==> src/rtl/shift_request_feeder_pkg.sv <==
// Shared constants for the shift request feeder.
//   NBITS_DEF   : default operand width (barrelShifter nBits)
//   NSHIFTS_DEF : default shift-control width (barrelShifter nShifts)
//   clog2()     : pointer width for a FIFO of a given depth
package shift_request_feeder_pkg;

  localparam int unsigned NBITS_DEF   = 8;
  localparam int unsigned NSHIFTS_DEF = 3;

  // Smallest r with 2**r >= v; usable in parameter expressions.
  function automatic int unsigned clog2(input int unsigned v);
    int unsigned r;
    r = 0;
    for (int i = 0; i < 32; i++) begin
      if ((32'd1 << i) < v) r = i + 1;
    end
    return r;
  endfunction

endpackage

==> src/rtl/shift_request_feeder_fifo.sv <==
// DEPTH x WIDTH request FIFO with occupancy count.
//   clk, rst_n : clock, asynchronous active-low reset (clears storage too)
//   flush      : synchronous clear of pointers/count; storage is kept
//   push/wdata : write one entry (caller guarantees not full)
//   pop        : drop the head entry (caller guarantees not empty)
//   rdata      : head entry, straight from storage
//   count      : occupancy, 0..DEPTH
module shift_req_fifo
  import shift_request_feeder_pkg::*;
#(
  parameter int unsigned WIDTH = 11,
  parameter int unsigned DEPTH = 4
) (
  input  logic                    clk,
  input  logic                    rst_n,
  input  logic                    flush,
  input  logic                    push,
  input  logic [WIDTH-1:0]        wdata,
  input  logic                    pop,
  output logic [WIDTH-1:0]        rdata,
  output logic [clog2(DEPTH):0]   count
);

  localparam int unsigned PW = clog2(DEPTH);

  logic [WIDTH-1:0] mem_q [DEPTH];
  logic [PW-1:0]    wptr_q, rptr_q;
  logic [PW:0]      count_q, count_d;

  // Pointers wrap naturally because DEPTH is a power of two.
  always_comb begin
    count_d = count_q;
    if (push && !pop)      count_d = count_q + (PW+1)'(1);
    else if (!push && pop) count_d = count_q - (PW+1)'(1);
  end

  always_ff @(posedge clk or negedge rst_n) begin
    if (!rst_n) begin
      wptr_q  <= '0;
      rptr_q  <= '0;
      count_q <= '0;
      for (int i = 0; i < int'(DEPTH); i++) mem_q[i] <= '0;
    end else if (flush) begin
      wptr_q  <= '0;
      rptr_q  <= '0;
      count_q <= '0;
    end else begin
      if (push) begin
        mem_q[wptr_q] <= wdata;
        wptr_q        <= wptr_q + PW'(1);
      end
      if (pop) rptr_q <= rptr_q + PW'(1);
      count_q <= count_d;
    end
  end

  assign rdata = mem_q[rptr_q];
  assign count = count_q;

endmodule

==> src/rtl/shift_request_feeder.sv <==
// Feeder and result register around an external combinational barrelShifter.
//   clk, rst_n          : clock, asynchronous active-low reset
//   flush               : synchronous clear of FIFO and output register
//   in_valid/in_ready   : producer handshake for {in_data, in_shift}
//   bs_in/bs_shift      : FIFO head presented to the shifter
//   bs_out              : shifter result
//   out_valid/out_ready : consumer handshake for {out_data, out_shift}
//   count               : FIFO occupancy
module shift_request_feeder
  import shift_request_feeder_pkg::*;
#(
  parameter int unsigned NBITS   = NBITS_DEF,
  parameter int unsigned NSHIFTS = NSHIFTS_DEF,
  parameter int unsigned DEPTH   = 4
) (
  input  logic                  clk,
  input  logic                  rst_n,
  input  logic                  flush,
  input  logic                  in_valid,
  output logic                  in_ready,
  input  logic [NBITS-1:0]      in_data,
  input  logic [NSHIFTS-1:0]    in_shift,
  output logic [NBITS-1:0]      bs_in,
  output logic [NSHIFTS-1:0]    bs_shift,
  input  logic [NBITS-1:0]      bs_out,
  output logic                  out_valid,
  input  logic                  out_ready,
  output logic [NBITS-1:0]      out_data,
  output logic [NSHIFTS-1:0]    out_shift,
  output logic [clog2(DEPTH):0] count
);

  localparam int unsigned CW = clog2(DEPTH) + 1;
  localparam logic [CW-1:0] DEPTH_C = CW'(DEPTH);

  logic                 push, load;
  logic [CW-1:0]        fifo_count;
  logic [NBITS+NSHIFTS-1:0] head;
  logic                 out_valid_q;
  logic [NBITS-1:0]     out_data_q;
  logic [NSHIFTS-1:0]   out_shift_q;

  // in_ready looks only at registered occupancy: no full-FIFO pass-through.
  assign in_ready = (fifo_count < DEPTH_C);
  assign push     = in_valid && in_ready && !flush;
  assign load     = (fifo_count != '0) && (!out_valid_q || out_ready) && !flush;

  shift_req_fifo #(
    .WIDTH (NBITS + NSHIFTS),
    .DEPTH (DEPTH)
  ) u_fifo (
    .clk   (clk),
    .rst_n (rst_n),
    .flush (flush),
    .push  (push),
    .wdata ({in_shift, in_data}),
    .pop   (load),
    .rdata (head),
    .count (fifo_count)
  );

  assign {bs_shift, bs_in} = head;

  always_ff @(posedge clk or negedge rst_n) begin
    if (!rst_n) begin
      out_valid_q <= 1'b0;
      out_data_q  <= '0;
      out_shift_q <= '0;
    end else if (flush) begin
      out_valid_q <= 1'b0;
    end else if (load) begin
      out_valid_q <= 1'b1;
      out_data_q  <= bs_out;
      out_shift_q <= bs_shift;
    end else if (out_valid_q && out_ready) begin
      out_valid_q <= 1'b0;
    end
  end

  assign out_valid = out_valid_q;
  assign out_data  = out_data_q;
  assign out_shift = out_shift_q;
  assign count     = fifo_count;

endmodule

==> config.mk <==
export PLATFORM = sky130hd
export DESIGN_NAME = shift_request_feeder
export DESIGN_NICKNAME = d
export VERILOG_FILES = /design/src/rtl/shift_request_feeder_pkg.sv /design/src/rtl/shift_request_feeder_fifo.sv /design/src/rtl/shift_request_feeder.sv
export SDC_FILE = /design/constraint.sdc
export NUM_CORES = 1
export LEC_CHECK = 0
export BUFFER_PORTS_ARGS = -buffer_cell sky130_fd_sc_hd__buf_4
export CAP_MARGIN = 20
export CORE_ASPECT_RATIO = 0.75
export CORE_MARGIN = 1.5
export CORE_UTILIZATION = 50
export DETAILED_ROUTE_END_ITERATION = 12
export PLACE_DENSITY = 0.83
export SLEW_MARGIN = 30
export SYNTH_ARGS = -nofsm -noshare
export SYNTH_HDL_FRONTEND = slang
export SYNTH_SLANG_ARGS = --single-unit
==> constraint.sdc <==
create_clock -name clk -period 2.2 [get_ports clk]
set_input_delay 0.11 -clock clk [delete_from_list [all_inputs] [get_ports clk]]
set_output_delay 0.11 -clock clk [all_outputs]
set_load 0.05 [all_outputs]
==> flow_summary.json <==
{
  "grt_start_max_net_pins": 64,
  "r2r_slack_ps": 290,
  "cts_root_buffer": "clkbuf_8",
  "cts_tree": "built",
  "drc": 0,
  "cts-resized-gates": 0,
  "r2r_start": "u_fifo.count[1]$_DFFE_PN0P_",
  "synth_top_family_by_area": "multiplexers",
  "numCtsBuffers": 9,
  "dieHeight_um": 71.0,
  "reg2reg_depth": 5,
  "yosysTopAreaCellShare": 0.511,
  "syn_nets": 217,
  "fin_crit_sh": 0.867,
  "vias": 1718,
  "yosys.area_share.xor_xnor": 0.00852,
  "status": "completed",
  "ys_seq_area_frac": 0.511,
  "synth_fa_ha_area_frac": 0.0227,
  "finClkSkew_ps": 6.28,
  "wirelength_um": 5830,
  "ys_ff_latch": 63,
  "syn_area_per_cell_sq_um": 16.4,
  "tightest_slew_ps": 780,
  "yosys.area_share.simple": 0.0532,
  "post_drt_wl_per_cell_um": 17.3,
  "clkSinkCount": 63,
  "synthMuxAreaShare": 0.340,
  "layout_setup_ws_ps": 294,
  "grt_pass1_vias": 1853,
  "drive_above_1_share": 0.519,
  "critPathLaunch": "u_fifo.count[1]$_DFFE_PN0P_",
  "num_rows": 24,
  "power_density_nw_per_um2": 1660,
  "drv_slew": 0,
  "path_max_fanout": 6,
  "layout.nets": 282,
  "post_cts_buffers": 0,
  "antenna_found_initial": 0,
  "period_minus_slack_ps": 1910,
  "critPathKind": "reg2reg",
  "critPathLaunchType": "register",
  "layout_commonest_cell": "dfrtp_1",
  "firstDrtPassIters": 4,
  "coreArea_sq_um": 5890,
  "start_util": 0.524,
  "clk_pin_slew_ps": 70,
  "hold_class": "in2reg",
  "avgViaCountPerCell": 5.11,
  "cap_violations": 0,
  "io_pins": 51,
  "yosys.area.top_type": "dfrtp_1",
  "postRouteAntennaNets": 0,
  "synth-compound-area-share": 0.0215,
  "antenna_cells": 0,
  "grt_pass1_wl_um": 9630,
  "cts.hold.buffers_added": 10,
  "grt_overflow": 0,
  "area_delta_synth_final_pct": 22.3,
  "relSlewSlack": 0.480,
  "yosysWarnings": 0,
  "vdd_drop_max_v": 0.000705,
  "synth_cells": 188,
  "netlist_top_cells_area": "dfrtp_1, mux2_4, mux4_2, mux2_1, buf_8",
  "critPathCapture": "u_fifo.count[1]$_DFFE_PN0P_",
  "cp.required_ps": 2430,
  "leakage_nw": 1.74,
  "drtIter0Drc": 61,
  "rsz0062_at_grt": "no",
  "dp_hpwl_um": 3900,
  "hold_viol": 0,
  "endpoint_kind": "register",
  "setup_violations": 0,
  "fmax_mhz": 525,
  "die-area_sq_um": 6650,
  "die_w_um": 93.7,
  "cts.htree.levels": 3,
  "portBuffers": 50,
  "syn_area_sq_um": 3080,
  "clock_latency_ps": 340,
  "layout.cells.most_common_list": "dfrtp_1, buf_4, mux2_4",
  "worstPathArrival_ps": 2140,
  "pre_cts_slack_ps": 309,
  "synth_cell_types": 31,
  "place_congestion": 0.808,
  "cts_buffer_depth": 2,
  "track_usage": 0.200,
  "finalSetupTns_ps": 0,
  "r2r-end": "u_fifo.count[1]$_DFFE_PN0P_"
}
worst min path at each step:
stage	startpoint	endpoint	cells after the start	slack, ps
5_1_grt	in_shift[2]	u_fifo.mem_q[43]$_DFFE_PN0P_	2	10
3_5_place_dp	rst_n	u_fifo.mem_q[4]$_DFFE_PN0P_	1	240
6_report	in_data[4]	u_fifo.mem_q[26]$_DFFE_PN0P_	2	30
4_1_cts	in_data[4]	u_fifo.mem_q[4]$_DFFE_PN0P_	2	4
3_3_place_gp	rst_n	u_fifo.mem_q[15]$_DFFE_PN0P_	1	230
2_1_floorplan	rst_n	out_data[0]$_DFFE_PN0P_	0	-190
metal layers:
| layer | routed length [um] | vias to the layer above | track usage |
|---|---|---|---|
| li1 | - | 809 | - |
| met1 | 2610 | 859 | 0.257 |
| met2 | 2850 | 41 | 0.312 |
| met3 | 260 | 9 | 0.0796 |
| met4 | 98 | 0 | 0.0697 |
| met5 | 0 | - | 0 |
synthesized netlist by cell type:
master and number:
fa_1 1, buf_4 1, xnor2_1 3, nor3_2 2
and2_4 4, inv_2 2, a211oi_1 1, clkbuf_1 1
buf_6 1, nor2_4 1, buf_8 5, nor2b_1 2
mux2_1 15, nor3b_1 1, nand2b_1 1, a31o_1 1
nand2b_4 1, a21oi_1 2, buf_2 3, mux2i_1 2
ha_1 4, mux2_4 40, a2111oi_2 1, inv_1 3
a211oi_2 2, nor4_1 2, mux2_2 1, nor2_1 8
mux4_2 11, nor3_1 3, dfrtp_1 63
flip-flops by register name (all words and copies together) (netlist names):
register,flops
u_fifo.mem_q,44
out_data,8
out_shift,3
u_fifo.count,3
u_fifo.rptr_q,2
u_fifo.wptr_q,2
out_valid,1
worst max-delay path, stage by stage, from the launching register on:
cell and delay, ps:
dfrtp_1 450, nor3_2 240, nor2_1 120, nor3_1 230
fa_1 460, a2111oi_2 300
layout make-up:
class	instances	area [sq um]
inverters	5	18.8
well taps	78	97.6
repair buffers	65	513
flip-flops and latches	63	1580
clock inverters	4	45.0
clock buffers	12	145
multi-input cells	109	1380
fillers	425	2110
metrics by stage:
| step | total power, mW | util | cell area [sq um] | cells | hold slack (ps) |
|---|---|---|---|---|---|
| finish | 6.26 | 0.641 | 3770 | 336 | 29.5 |
| global route | 6.59 | 0.641 | 3770 | 336 | 13.0 |
| CTS | 6.32 | 0.641 | 3770 | 336 | 4.49 |
| detailed placement | 5.31 | 0.591 | 3480 | 310 | 238 |
| global placement | 5.21 | 0.591 | 3480 | 310 | 228 |
| floorplan | 4.47 | - | 3080 | 188 | -186 |
logic make-up (layout without fill, tap and decap cells):
logic type / Yosys count / in the layout
buf+inv: 16 / 86
fa+ha+maj: 5 / 5
simple gates: 25 / 25
compound gates: 7 / 7
flops: 63 / 63
xor+xnor: 3 / 3
mux: 69 / 69
power by group:
| part | internal, mW | switching (mW) |
|---|---|---|
| clock | 0.549 | 0.417 |
| sequential | 1.66 | 0.362 |
| combinational | 1.44 | 1.83 |
No activity file was read; power rests on OpenSTA's default activity.
